$ cat config.mk
export PLATFORM = sky130hd
export DESIGN_NAME = hub_mem_arbiter_flat
export DESIGN_NICKNAME = d
export VERILOG_FILES = /design/src/rtl/hub_mem_arbiter_if.sv /design/src/rtl/hub_mem_arbiter.sv /design/src/flat_wrapper.sv
export SDC_FILE = /design/constraint.sdc
export NUM_CORES = 1
export LEC_CHECK = 0
export BUFFER_PORTS_ARGS = -buffer_cell sky130_fd_sc_hd__buf_2
export CELL_PAD_IN_SITES_DETAIL_PLACEMENT = 0
export CELL_PAD_IN_SITES_GLOBAL_PLACEMENT = 1
export CORE_AREA = 4 4 212 214
export DETAILED_ROUTE_END_ITERATION = 7
export DIE_AREA = 0 0 216 218
export GPL_ROUTABILITY_DRIVEN = 0
export GPL_TIMING_DRIVEN = 0
export PLACE_DENSITY = 0.52
export SETUP_SLACK_MARGIN = 0.5
export SLEW_MARGIN = 20
export SYNTH_ARGS = -nofsm -noshare
export SYNTH_HDL_FRONTEND = slang
export SYNTH_SLANG_ARGS = --single-unit
$ cat constraint.sdc
create_clock -name clk_cog -period 2.69 [get_ports clk_cog]
set_clock_uncertainty 0.05 [all_clocks]
set_input_delay 0.269 -clock clk_cog [delete_from_list [all_inputs] [get_ports clk_cog]]
set_output_delay 0.269 -clock clk_cog [all_outputs]
set_load 0.01 [all_outputs]
$ cat src/rtl/hub_mem_arbiter_if.sv
// rtl/hub_mem_arbiter_if.sv - per-cog hub request/response bundle between the cogs and the hub memory arbiter
interface hub_mem_arbiter_if #(
    parameter int NCOG = 8,
    parameter int AW   = 14
);
    logic [NCOG-1:0]      req;
    logic [NCOG-1:0]      we;
    logic [4*NCOG-1:0]    wb;
    logic [AW*NCOG-1:0]   addr;
    logic [32*NCOG-1:0]   wdata;
    logic [NCOG-1:0]      ack;
    logic [NCOG-1:0]      rvalid;
    logic [31:0]          rdata;

    modport master (
        output req, we, wb, addr, wdata,
        input  ack, rvalid, rdata
    );

    modport slave (
        input  req, we, wb, addr, wdata,
        output ack, rvalid, rdata
    );
endinterface

$ cat src/rtl/hub_mem_arbiter.sv
// rtl/hub_mem_arbiter.sv - time-slot arbiter sharing the single-port hub RAM among NCOG cogs
// Optional work-conserving mode (skip idle slot owner) enabled by defining HUB_ARB_SKIP_EN.
module hub_mem_arbiter #(
    parameter int NCOG = 8,
    parameter int SW   = 3,
    parameter int AW   = 14
) (
    input  logic                 clk_cog,
    input  logic                 nres,
    hub_mem_arbiter_if.slave     cog,
    output logic [SW-1:0]        slot,
    output logic                 mem_ena_bus,
    output logic                 mem_w,
    output logic [3:0]           mem_wb,
    output logic [AW-1:0]        mem_a,
    output logic [31:0]          mem_d,
    input  logic [31:0]          mem_q
);

    logic            gnt_valid;
    logic [SW-1:0]   gnt_idx;
    logic            rd_pend;
    logic [SW-1:0]   rd_owner;

`ifdef HUB_ARB_SKIP_EN
    logic [SW-1:0]   cand;

    // Search starts at the slot owner so it keeps priority; the SW-bit add wraps modulo NCOG.
    always_comb begin
        gnt_valid = 1'b0;
        gnt_idx   = slot;
        cand      = slot;
        for (int k = 0; k < NCOG; k++) begin
            cand = slot + SW'(k);
            if (!gnt_valid && cog.req[cand]) begin
                gnt_valid = 1'b1;
                gnt_idx   = cand;
            end
        end
        gnt_valid = gnt_valid & nres;
    end
`else
    always_comb begin
        gnt_idx   = slot;
        gnt_valid = cog.req[slot] & nres;
    end
`endif

    // RAM port follows the granted cog; address/data stay on the slot owner when idle.
    always_comb begin
        cog.ack     = '0;
        mem_ena_bus = gnt_valid;
        mem_w       = 1'b0;
        mem_wb      = 4'b0000;
        mem_a       = cog.addr[AW*gnt_idx +: AW];
        mem_d       = cog.wdata[32*gnt_idx +: 32];
        if (gnt_valid) begin
            cog.ack[gnt_idx] = 1'b1;
            mem_w            = cog.we[gnt_idx];
            mem_wb           = cog.wb[4*gnt_idx +: 4];
        end
    end

    always_ff @(posedge clk_cog or negedge nres) begin
        if (!nres) begin
            slot     <= '0;
            rd_pend  <= 1'b0;
            rd_owner <= '0;
        end else begin
            slot     <= slot + SW'(1);
            rd_pend  <= gnt_valid & ~cog.we[gnt_idx];
            rd_owner <= gnt_idx;
        end
    end

    always_comb begin
        cog.rvalid = '0;
        if (rd_pend)
            cog.rvalid[rd_owner] = 1'b1;
    end

    assign cog.rdata = mem_q;

endmodule

$ cat src/flat_wrapper.sv
// flat-port wrapper written by rule: the top's interface ports become plain ports
module hub_mem_arbiter_flat 
#(
    parameter int NCOG = 8,
    parameter int SW   = 3,
    parameter int AW   = 14
)
  (clk_cog, nres, slot, mem_ena_bus, mem_w, mem_wb, mem_a, mem_d, mem_q, cog_req, cog_we, cog_wb, cog_addr, cog_wdata, cog_ack, cog_rvalid, cog_rdata);
  hub_mem_arbiter_if #(.NCOG(NCOG), .AW(AW)) cog_i ();
  input  logic clk_cog;
  input  logic nres;
  output logic [SW-1:0] slot;
  output logic mem_ena_bus;
  output logic mem_w;
  output logic [3:0] mem_wb;
  output logic [AW-1:0] mem_a;
  output logic [31:0] mem_d;
  input  logic [31:0] mem_q;
  input wire logic [$bits(cog_i.req)-1:0] cog_req;
  input wire logic [$bits(cog_i.we)-1:0] cog_we;
  input wire logic [$bits(cog_i.wb)-1:0] cog_wb;
  input wire logic [$bits(cog_i.addr)-1:0] cog_addr;
  input wire logic [$bits(cog_i.wdata)-1:0] cog_wdata;
  output wire logic [$bits(cog_i.ack)-1:0] cog_ack;
  output wire logic [$bits(cog_i.rvalid)-1:0] cog_rvalid;
  output wire logic [$bits(cog_i.rdata)-1:0] cog_rdata;
  assign cog_i.req = cog_req;
  assign cog_i.we = cog_we;
  assign cog_i.wb = cog_wb;
  assign cog_i.addr = cog_addr;
  assign cog_i.wdata = cog_wdata;
  assign cog_ack = cog_i.ack;
  assign cog_rvalid = cog_i.rvalid;
  assign cog_rdata = cog_i.rdata;
  hub_mem_arbiter #(.NCOG(NCOG), .SW(SW), .AW(AW)) u_core (.clk_cog(clk_cog), .nres(nres), .cog(cog_i), .slot(slot), .mem_ena_bus(mem_ena_bus), .mem_w(mem_w), .mem_wb(mem_wb), .mem_a(mem_a), .mem_d(mem_d), .mem_q(mem_q));
endmodule
==> results of run 1 <==
flip-flops by register name, summed over array words and instances (netlist names):
signal,count
u_core.slot,3
u_core.rd_pend,1
u_core.rd_owner,3
layout by cell type, fill, tap and decap left out, drive strengths merged, types with 4 or more instances in the layout:
| cell type | n |
|---|---|
| and2b | 4 |
| a2111oi | 7 |
| o22ai | 9 |
| o21ai | 5 |
| mux2 | 54 |
| buf | 661 |
| o2bb2ai | 5 |
| diode | 4 |
| a221oi | 41 |
| o221ai | 8 |
| a21oi | 4 |
| a31oi | 6 |
| nand2 | 58 |
| nand2b | 4 |
| a32oi | 5 |
| mux4 | 41 |
| a22oi | 39 |
| a221o | 10 |
| dfrtp | 7 |
| nor2 | 15 |
| clkbuf | 16 |
| inv | 5 |
| mux2i | 5 |
metal layers:
metal  track usage  vias to the layer above  routed length (µm)
met5             0                        -                   0
met4        0.0277                        0                 941
met3        0.0311                       37                3050
met2         0.322                      403               22800
met1         0.201                     3246               17200
li1              -                     2973                   -
layout make-up:
type | count | area [µm²]
fill | 4826 | 33400
multi-input combinational | 337 | 3810
timing repair buffer | 591 | 3540
buffer | 83 | 1080
tap | 585 | 732
sequential | 7 | 178
clock buffer | 4 | 78.8
inverter | 7 | 50.0
antenna | 4 | 10.0
worst reg2reg max path: cells and delay by family, from the launching register on:
family / cells / cell delay (ps)
multiplexers: 2 / 870
flip-flops: 1 / 380
buffers and inverters: 3 / 380
AO/OA/AOI/OAI: 1 / 220
power groups by stage:
stage          logic, W  clock network [W]  registers, W
2_1_floorplan  0.000223                  0      0.000108
3_3_place_gp   0.000639                  0      0.000108
3_5_place_dp   0.000645                  0      0.000108
4_1_cts        0.000671           0.000250      0.000107
5_1_grt        0.000756           0.000261      0.000107
6_report       0.000703           0.000252      0.000107
synthesized netlist by cell type (all sizes together), types with 7 or more instances:
| cell | number |
|---|---|
| a2111oi | 7 |
| o221ai | 8 |
| o22ai | 9 |
| dfrtp | 7 |
| clkbuf | 7 |
| mux2 | 54 |
| a221o | 10 |
| mux4 | 41 |
| a22oi | 39 |
| nand2 | 58 |
| a221oi | 41 |
| buf | 76 |
| nor2 | 15 |
logic make-up (layout without fill, tap and decap cells):
logic type      count (synthesis)  count (layout)  synth area share
xor+xnor                        1               1           0.00224
buf+inv                        90             685             0.142
mux                           100             100             0.406
other cells                     0               4                 0
flops                           7               7            0.0448
compound gates                145             145             0.304
fa+ha+maj                       1               1           0.00320
simple gates                   90              90            0.0989
through the flow:
stage	hold WS, ps	power, W	setup TNS, ps
floorplan	-76.6	0.000331	0
global placement	64.8	0.000747	-18810
detailed placement	66.0	0.000753	-13140
CTS	445	0.00103	0
global route	476	0.00112	0
finish	444	0.00106	0
what timing repair did:
| item | in CTS | in global routing |
|---|---|---|
| gates resized for setup | 219 | 105 |
| gates cloned | 3 | 5 |
| endpoints found under the hold margin | 7 | 0 |
| pin swaps | 22 | 47 |
| hold buffers | 1 | 0 |
| setup endpoints to repair | 62 | 60 |
| buffers inserted | 55 | 7 |
how the worst min path moves through the flow:
stage,endpoint,slack [ps],cells after the start
final,u_core.rd_pend,440,2
after global routing,u_core.rd_pend,480,2
after CTS,u_core.rd_owner[1],440,2
after detailed placement,u_core.rd_pend,70,1
after global placement,u_core.slot[1],60,1
after floorplan,u_core.rd_owner[0],-80,0
==> metrics.md, run 1 <==
| Metric | Value |
|---|---|
| Status | `complete, no violations` |
| Slowest CP cell | `dfrtp_2` |
| Root Driver | `clkbuf_16` |
| Hpwl dp | `between 30 and 40 mm` |
| Comb power frac | `0.662` |
| CTS tree | `built` |
| Initial Utilization | `0.0911` |
| Clock Latency Late Sink | `between 200 and 250 ps` |
| Cell family with most CP delay | `buffers and inverters` |
| FP Rows | `76` |
| DRC | `0` |
| RSZ-0062 raised after global routing | `true` |
| Clock sink count | `7` |
| Worst EP required | `2370 ps` |
| Synth Instances | `434` |
| IO buf count | `520` |
| EDFF count, synth | `0` |
| Final Cycle Share | `0.886` |
| Placed Instance Area | `7250 µm²` |
| CP Capture Type | `primary output` |
| First-pass GRT wire length | `56.2 mm` |
| Via/cell ratio | `a little over 4` |
| Worst setup endpoint | `mem_d[19]` |
| H-tree lvl count | `1` |
| Final Cell Area | `about 9500 µm²` |
| Post-DR wirelength/cell | `between 20 and 30 µm` |
| Chip height | `around 220 µm` |
| CTS buffer count | `3` |
| Class of the worst hold path | `in2async` |
| Antenna Nets Post-Route | `0` |
| Clock-pin slew on the worst setup and hold paths | `about 40 ps` |
| Sequential share of power | `0.101` |
| Gr ovfl total | `0` |
| Top post-synthesis cells by area | `mux4_2, mux2_2, a221oi_1, buf_4, a22oi_1` |
| Crit-path cells | `buf_12, buf_16, nor2b_4, buf_12, buf_12, buf_12, a32oi_4, o21ai_1, buf_2` |
| Reg2Reg Depth | `6` |
| Critical Path Source | `u_core.slot[0]` |
| Post-Layout Cell Count | `around 1600` |
| Lkg Pwr | `4.33 nW` |
| Async SR Flop Fraction | `1.00` |
| Crit Path Class | `reg2out` |
| Unique cell type count in the Yosys netlist | `42` |
| Clock power share | `0.237` |
| Clk buf depth | `2` |
| Largest net degree at the start of global routing | `11` |
| Reg2reg setup slack | `between 600 and 700 ps` |
| Predominant post-synthesis flop cell | `dfrtp_1` |
| Core Area | `around 43000 µm²` |
| Slew @ Worst Pin | `741 ps` |
| Synthesized flop and latch total | `7` |
| Post-Syn Area per Cell | `around 9.0 µm²` |
| Placed insts | `1539` |
| Setup ws final | `around 310 ps` |
| Share of cells above drive strength 1 | `0.840` |
| # IOs | `around 550` |
| Setup WS pre-CTS | `-669 ps` |
| Crit path DAT | `slightly above 2000 ps` |
| Shortest period the worst path allows | `roughly 2400 ps` |
| Reg-to-Reg Start | `u_core.slot[0]` |
| WL final | `44.0 mm` |
| GRT Util Overall | `0.170` |
| Layout Nets | `~1500` |
| Yosys warning total | `0` |
| Slowest stage delay, CP | `about 420 ps` |
| Vias in the first global route | `7266` |
| Internal | `about 0.00073 W` |
| Fin. Hold Viols | `0` |
| DIE AREA | `47100 µm²` |
| Startpoint class of the critical path | `register` |
| Register area share after synthesis | `0.0448` |
| Max cap viols | `0` |
| Post-Syn Area | `between 3000 and 4000 µm²` |
| Slew Viols, Final | `0` |
| Max frequency | `approximately 0.42 GHz` |
| Slew HR | `0.506` |
| Synth-to-Final Area Change | `142%` |
| VDD IR max | `0.000204 V` |
| DRT iter0 DRCs | `~260` |
| Post-route core utilization | `0.221` |
| Final-report setup violation count | `0` |
| CP most frequent cell | `buf_12` |
| Crit-path max FO | `7` |
| Die Wd | `about 220 µm` |
| DRT Pass-1 Iters | `5` |
| Top cell type by total area after synthesis | `mux4_2` |
| Power Dens Cells | `around 110 nW/µm²` |
| Switching fraction of total power | `0.316` |
| Initial antenna violation count | `6` |
| Psw | `approximately 0.00034 W` |
| WP depth | `9` |
| Routed via count | `approximately 6700` |
| Syn_nets | `about 900` |
| Yosys top cell area share | `0.231` |
| R2R Path End | `u_core.rd_pend` |
| Bufs and invs on worst path | `6` |
Power figures use the tool's default switching activity.
==> run 2, diff against run 1 <==
--- a/config.mk
+++ b/config.mk
@@ -9,13 +9,13 @@
 export CELL_PAD_IN_SITES_DETAIL_PLACEMENT = 0
 export CELL_PAD_IN_SITES_GLOBAL_PLACEMENT = 1
 export CORE_AREA = 4 4 212 214
+export CTS_CLUSTER_DIAMETER = 80
 export DETAILED_ROUTE_END_ITERATION = 7
 export DIE_AREA = 0 0 216 218
 export GPL_ROUTABILITY_DRIVEN = 0
 export GPL_TIMING_DRIVEN = 0
-export PLACE_DENSITY = 0.52
+export PLACE_DENSITY = 0.46
 export SETUP_SLACK_MARGIN = 0.5
-export SLEW_MARGIN = 20
 export SYNTH_ARGS = -nofsm -noshare
 export SYNTH_HDL_FRONTEND = slang
 export SYNTH_SLANG_ARGS = --single-unit
==> run 2 against run 1 <==
Compared with the run above: critical path depth fell by 2; routed wire length shrank 3.0%; design area down 1.9%; power is 0.40% lower; largest cell class unchanged.
==> metrics.md, run 2 (synthesis gave the netlist of run 1 again) <==
| Metric | Value |
|---|---|
| Status | `complete, no violations` |
| # IOs | `about 550` |
| Clock-pin slew on the worst setup and hold paths | `40 ps` |
| Clock sink count | `7` |
| Setup ws final | `298 ps` |
| Commonest cells after routing, fill and taps aside | `buf_2, buf_4, nand2_1, mux2_2, mux4_2` |
| Crit-path max FO | `8` |
| Slew HR | `0.588` |
| Synth-to-Final Area Change | `138%` |
| Lkg Pwr | `~4.3 nW` |
| CTS buffer count | `3` |
| Final Cycle Share | `0.889` |
| Most common cell after layout, fill and taps aside | `buf_2` |
| Die Wd | `about 220 µm` |
| Clock Latency Late Sink | `230 ps` |
| Shortest period the worst path allows | `between 2000 and 2500 ps` |
| Slowest CP cell | `a221o_1` |
| Power Dens Cells | `114 nW/µm²` |
| Slew @ Worst Pin | `between 600 and 700 ps` |
| Hold_ws | `~360 ps` |
| Chip height | `~220 µm` |
| VDD IR max | `around 0.00023 V` |
| Post-DR wirelength/cell | `26.4 µm` |
| Class of the worst hold path | `reg2reg` |
| WL final | `around 43 mm` |
| IO buf count | `520` |
| Crit path DAT | `between 2000 and 2500 ps` |
| First-pass GRT wire length | `roughly 55 mm` |
| Fin. Hold Viols | `0` |
| RSZ-0062 raised after global routing | `true` |
| Slew Viols, Final | `0` |
| Via/cell ratio | `4.08` |
| Setup WS pre-CTS | `-839 ps` |
| Layout Nets | `1473` |
| Reg2reg setup slack | `just under 700 ps` |
| Bufs and invs on worst path | `4` |
| CTS tree | `built` |
| Final-report setup violation count | `0` |
| GRT Util Overall | `0.165` |
| Routed via count | `between 6000 and 7000` |
| Initial antenna violation count | `10` |
| Initial Utilization | `0.0911` |
| H-tree lvl count | `1` |
| Hpwl dp | `34.4 mm` |
| Vias in the first global route | `~7100` |
| FP Rows | `76` |
| Crit Path Class | `reg2out` |
| Worst EP required | `2370 ps` |
| Overall power | `0.00106 W` |
| Gr ovfl total | `0` |
| Slowest stage delay, CP | `roughly 420 ps` |
| Antenna Nets Post-Route | `0` |
| Root Driver | `clkbuf_16` |
| Share of cells above drive strength 1 | `0.823` |
| Cell family with most CP delay | `buffers and inverters` |
| Core Area | `between 40000 and 50000 µm²` |
| DIE AREA | `47100 µm²` |
| Startpoint class of the critical path | `register` |
| CP Capture Type | `primary output` |
| DRC | `0` |
| CP most frequent cell | `buf_12` |
| Largest regs | `u_core.rd_owner x3, u_core.slot x3, u_core.rd_pend x1` |
| Clk buf depth | `2` |
| DRT Pass-1 Iters | `5` |
| Crit-path cells | `buf_6, buf_12, buf_12, mux2_4, a221o_1, o2bb2ai_2, buf_2` |
| Largest net degree at the start of global routing | `11` |
| Max frequency | `between 0.4 and 0.5 GHz` |
| DRT iter0 DRCs | `roughly 340` |
| Max cap viols | `0` |
run 2: changes by cell type in the layout (fill, tap and decap cells not counted), sizes merged:
cell and change:
buf -3, diode +3, clkinvlp -1, clkbuf -5, inv +1
run 2: area by class of cell:
type | count | area [µm²]
antenna | 7 | 17.5
buffer | 83 | 1070
clock buffer | 4 | 78.8
fill | 4864 | 33600
inverter | 7 | 43.8
multi-input combinational | 337 | 3740
sequential | 7 | 176
tap | 585 | 732
timing repair buffer | 583 | 3430
run 2: metrics by stage:
stage               cells   util  instance area (µm²)  TNS, ps
floorplan             434      -                 3910        0
detailed placement   1539  0.169                 7240   -18920
finish               1613  0.217                 9290        0
global placement     1539  0.169                 7240   -17100
CTS                  1589  0.201                 8620        0
global route         1611  0.216                 9280        0
run 2: report_power, final:
part | internal, W | switching, W
registers | 0.000106 | 0.000000369
clock network | 0.000197 | 0.0000547
logic | 0.000421 | 0.000278
total | 0.000725 | 0.000333
run 2: final timing paths:
check / startpoint / endpoint / cells past startpoint
setup / recovery: u_core.slot[2] / mem_d[13] / 7
hold / removal: u_core.slot[2] / u_core.rd_owner[2] / 0
setup reg to reg: u_core.slot[0] / u_core.rd_pend / 6
hold reg to reg: u_core.slot[2] / u_core.rd_owner[2] / 0
max in group asynchronous: nres / u_core.slot[0] / 2
min in group asynchronous: nres / u_core.rd_owner[1] / 2
run 2: metal layers:
metal	GRT usage	wire (µm)	up-vias	part of all wire
met4	0.0388	796	4	0.019
met2	0.297	22000	392	0.51
met5	0	22	-	0.00052
met3	0.0311	2890	41	0.068
met1	0.203	17000	3170	0.40
li1	-	-	2969	-
run 2: timing repair:
| item | CTS | global route |
|---|---|---|
| setup endpoints to repair | 62 | 60 |
| hold buffers | 1 | 0 |
| buffers inserted | 43 | 14 |
| pin swaps | 16 | 46 |
| endpoints found under the hold margin | 7 | 0 |
| gates cloned | 2 | 3 |
| resized for setup | 209 | 99 |
==> run 3, diff against run 2 <==
--- a/config.mk
+++ b/config.mk
@@ -15,7 +15,7 @@
 export GPL_ROUTABILITY_DRIVEN = 0
 export GPL_TIMING_DRIVEN = 0
 export PLACE_DENSITY = 0.46
-export SETUP_SLACK_MARGIN = 0.5
+export SETUP_SLACK_MARGIN = 0.2
 export SYNTH_ARGS = -nofsm -noshare
 export SYNTH_HDL_FRONTEND = slang
 export SYNTH_SLANG_ARGS = --single-unit
==> run 3 against run 2 <==
Compared with the run above: non-clock buffer count decreased by 53; sequential cell count stayed put; global-route usage down 0.35 points; first-iteration DRC count up 11%; fmax fell by 1.1%; hold slack gained 7.2 ps; largest power group unchanged; utilization shrank 3.3 points; routed wire length shrank 3.8%; sequential power about the same; die area unchanged.
==> metrics.md, run 3 (synthesis gave the netlist of run 1 again) <==
| Metric | Value |
|---|---|
| Status | `complete, no violations` |
| Synth-to-Final Area Change | `101%` |
| Startpoint class of the critical path | `register` |
| Hpwl dp | `34.4 mm` |
| DRC | `0` |
| Reg2reg setup slack | `roughly 770 ps` |
| H-tree lvl count | `1` |
| DIE AREA | `approximately 47000 µm²` |
| Gr ovfl total | `0` |
| GRT Util Overall | `0.161` |
| Post-Layout Cell Count | `approximately 1600` |
| First-pass GRT wire length | `between 50 and 60 mm` |
| Share of cells above drive strength 1 | `0.763` |
| Placed insts | `approximately 1500` |
| Class of the worst hold path | `reg2reg` |
| Slew Viols, Final | `0` |
| WP depth | `7` |
| Reg2Reg Depth | `4` |
| Largest net degree at the start of global routing | `11` |
| Initial Utilization | `0.0911` |
| Fin. Hold Viols | `0` |
| DRT iter0 DRCs | `around 380` |
| Chip height | `between 200 and 250 µm` |
| Slowest CP cell | `dfrtp_1` |
| R2R Path End | `u_core.rd_pend` |
| Most common cell after layout, fill and taps aside | `buf_2` |
| CP most frequent cell | `buf_6` |
| Crit path DAT | `about 2100 ps` |
| CP Capture Type | `primary output` |
| Shortest period the worst path allows | `between 2000 and 2500 ps` |
| Max cap viols | `0` |
| Bufs and invs on worst path | `5` |
| DRT Pass-1 Iters | `5` |
| Clock sink count | `7` |
| Worst EP required | `~2400 ps` |
| # IOs | `about 550` |
| Hold Path Cell Cnt | `0` |
| Worst Min Path Start | `u_core.slot[2]` |
| Clock Latency Late Sink | `230 ps` |
| Power Dens Cells | `between 100 and 150 nW/µm²` |
| VDD IR max | `0.000233 V` |
| Die Wd | `216 µm` |
| Routed via count | `between 6000 and 7000` |
| CTS buffer count | `3` |
| Clk buf depth | `2` |
| Root Driver | `clkbuf_16` |
| Slew @ Worst Pin | `416 ps` |
| Core Area | `around 43000 µm²` |
| Max frequency | `a little over 0.4 GHz` |
| Layout Nets | `1420` |
| Vias in the first global route | `between 6000 and 7000` |
| Clock-pin slew on the worst setup and hold paths | `roughly 40 ps` |
| Via/cell ratio | `slightly above 4` |
| Reg-to-Reg Start | `u_core.slot[0]` |
| IO buf count | `520` |
| Fill cell count | `4987` |
| WL final | `just over 40 mm` |
| WHS Endpoint | `u_core.rd_owner[2]` |
| Hold_ws | `367 ps` |
| Lkg Pwr | `around 3.7 nW` |
| Slew HR | `0.722` |
| Final-report setup violation count | `0` |
| CTS tree | `built` |
| RSZ-0062 raised after global routing | `true` |
| Crit-path max FO | `10` |
| Overall power | `between 0.001 and 0.0015 W` |
| Final Cycle Share | `0.899` |
| Antenna Nets Post-Route | `0` |
| Crit Path Class | `reg2out` |
| Slowest stage delay, CP | `~400 ps` |
| Cell family with most CP delay | `buffers and inverters` |
| Crit-path cells | `buf_6, buf_6, buf_6, buf_4, a221oi_1, o22ai_1, buf_2` |
| FP Rows | `76` |
| Commonest cells after routing, fill and taps aside | `buf_2, nand2_1, mux2_2, buf_4, mux4_2` |
| Post-DR wirelength/cell | `26.4 µm` |
| Initial antenna violation count | `8` |
| Largest regs | `u_core.rd_owner x3, u_core.slot x3, u_core.rd_pend x1` |
[run 3: how the worst max path moves through the flow]
stage,from,endpoint,slack [ps]
finish,u_core.slot[2],mem_a[6],270
global route,u_core.slot[1],cog_ack[2],140
CTS,u_core.slot[0],mem_d[25],160
detailed placement,u_core.slot[2],mem_d[25],-840
global placement,u_core.slot[2],mem_d[25],-780
floorplan,u_core.slot[2],cog_ack[2],590
[run 3: final cells by class]
cell class,instances,area (µm²),share of cell area
flip-flops and latches,7,176,0.0224
clock buffers,4,78.8,0.0100
multi-input cells,337,3340,0.425
diodes,3,7.51,0.000954
repair buffers,530,2700,0.343
inverters,7,33.8,0.00429
plain buffers,83,801,0.102
well taps,585,732,0.0930
[run 3: routing by layer]
metal / wire (µm) / up-vias / GRT usage
li1: - / 2840 / -
met1: 17000 / 3079 / 0.201
met2: 20800 / 389 / 0.294
met3: 2710 / 28 / 0.0293
met4: 433 / 4 / 0.0258
met5: 26 / - / 0
[run 3: power breakdown]
group / total, W / switching, W / internal (W)
clock: 0.000252 / 0.0000553 / 0.000197
sequential: 0.000107 / 0.000000355 / 0.000106
combinational: 0.000659 / 0.000260 / 0.000399
total: 0.00102 / 0.000315 / 0.000703
[run 3: through the flow]
stage / TNS, ps / instance area (µm²) / setup WS (ps) / util
6_report: 0 / 7870 / 272 / 0.183
5_1_grt: 0 / 7860 / 137 / 0.183
4_1_cts: 0 / 7770 / 163 / 0.181
3_5_place_dp: -18920 / 7240 / -839 / 0.169
3_3_place_gp: -17100 / 7240 / -784 / 0.169
2_1_floorplan: 0 / 3910 / 586 / -
[run 3: timing repair]
item	4_1_cts	5_1_grt
setup buffers	5	4
hold buffers	1	0
hold endpoints to repair	7	0
gates resized for setup	120	19
endpoints found under the setup margin	62	25
pin swaps	4	2
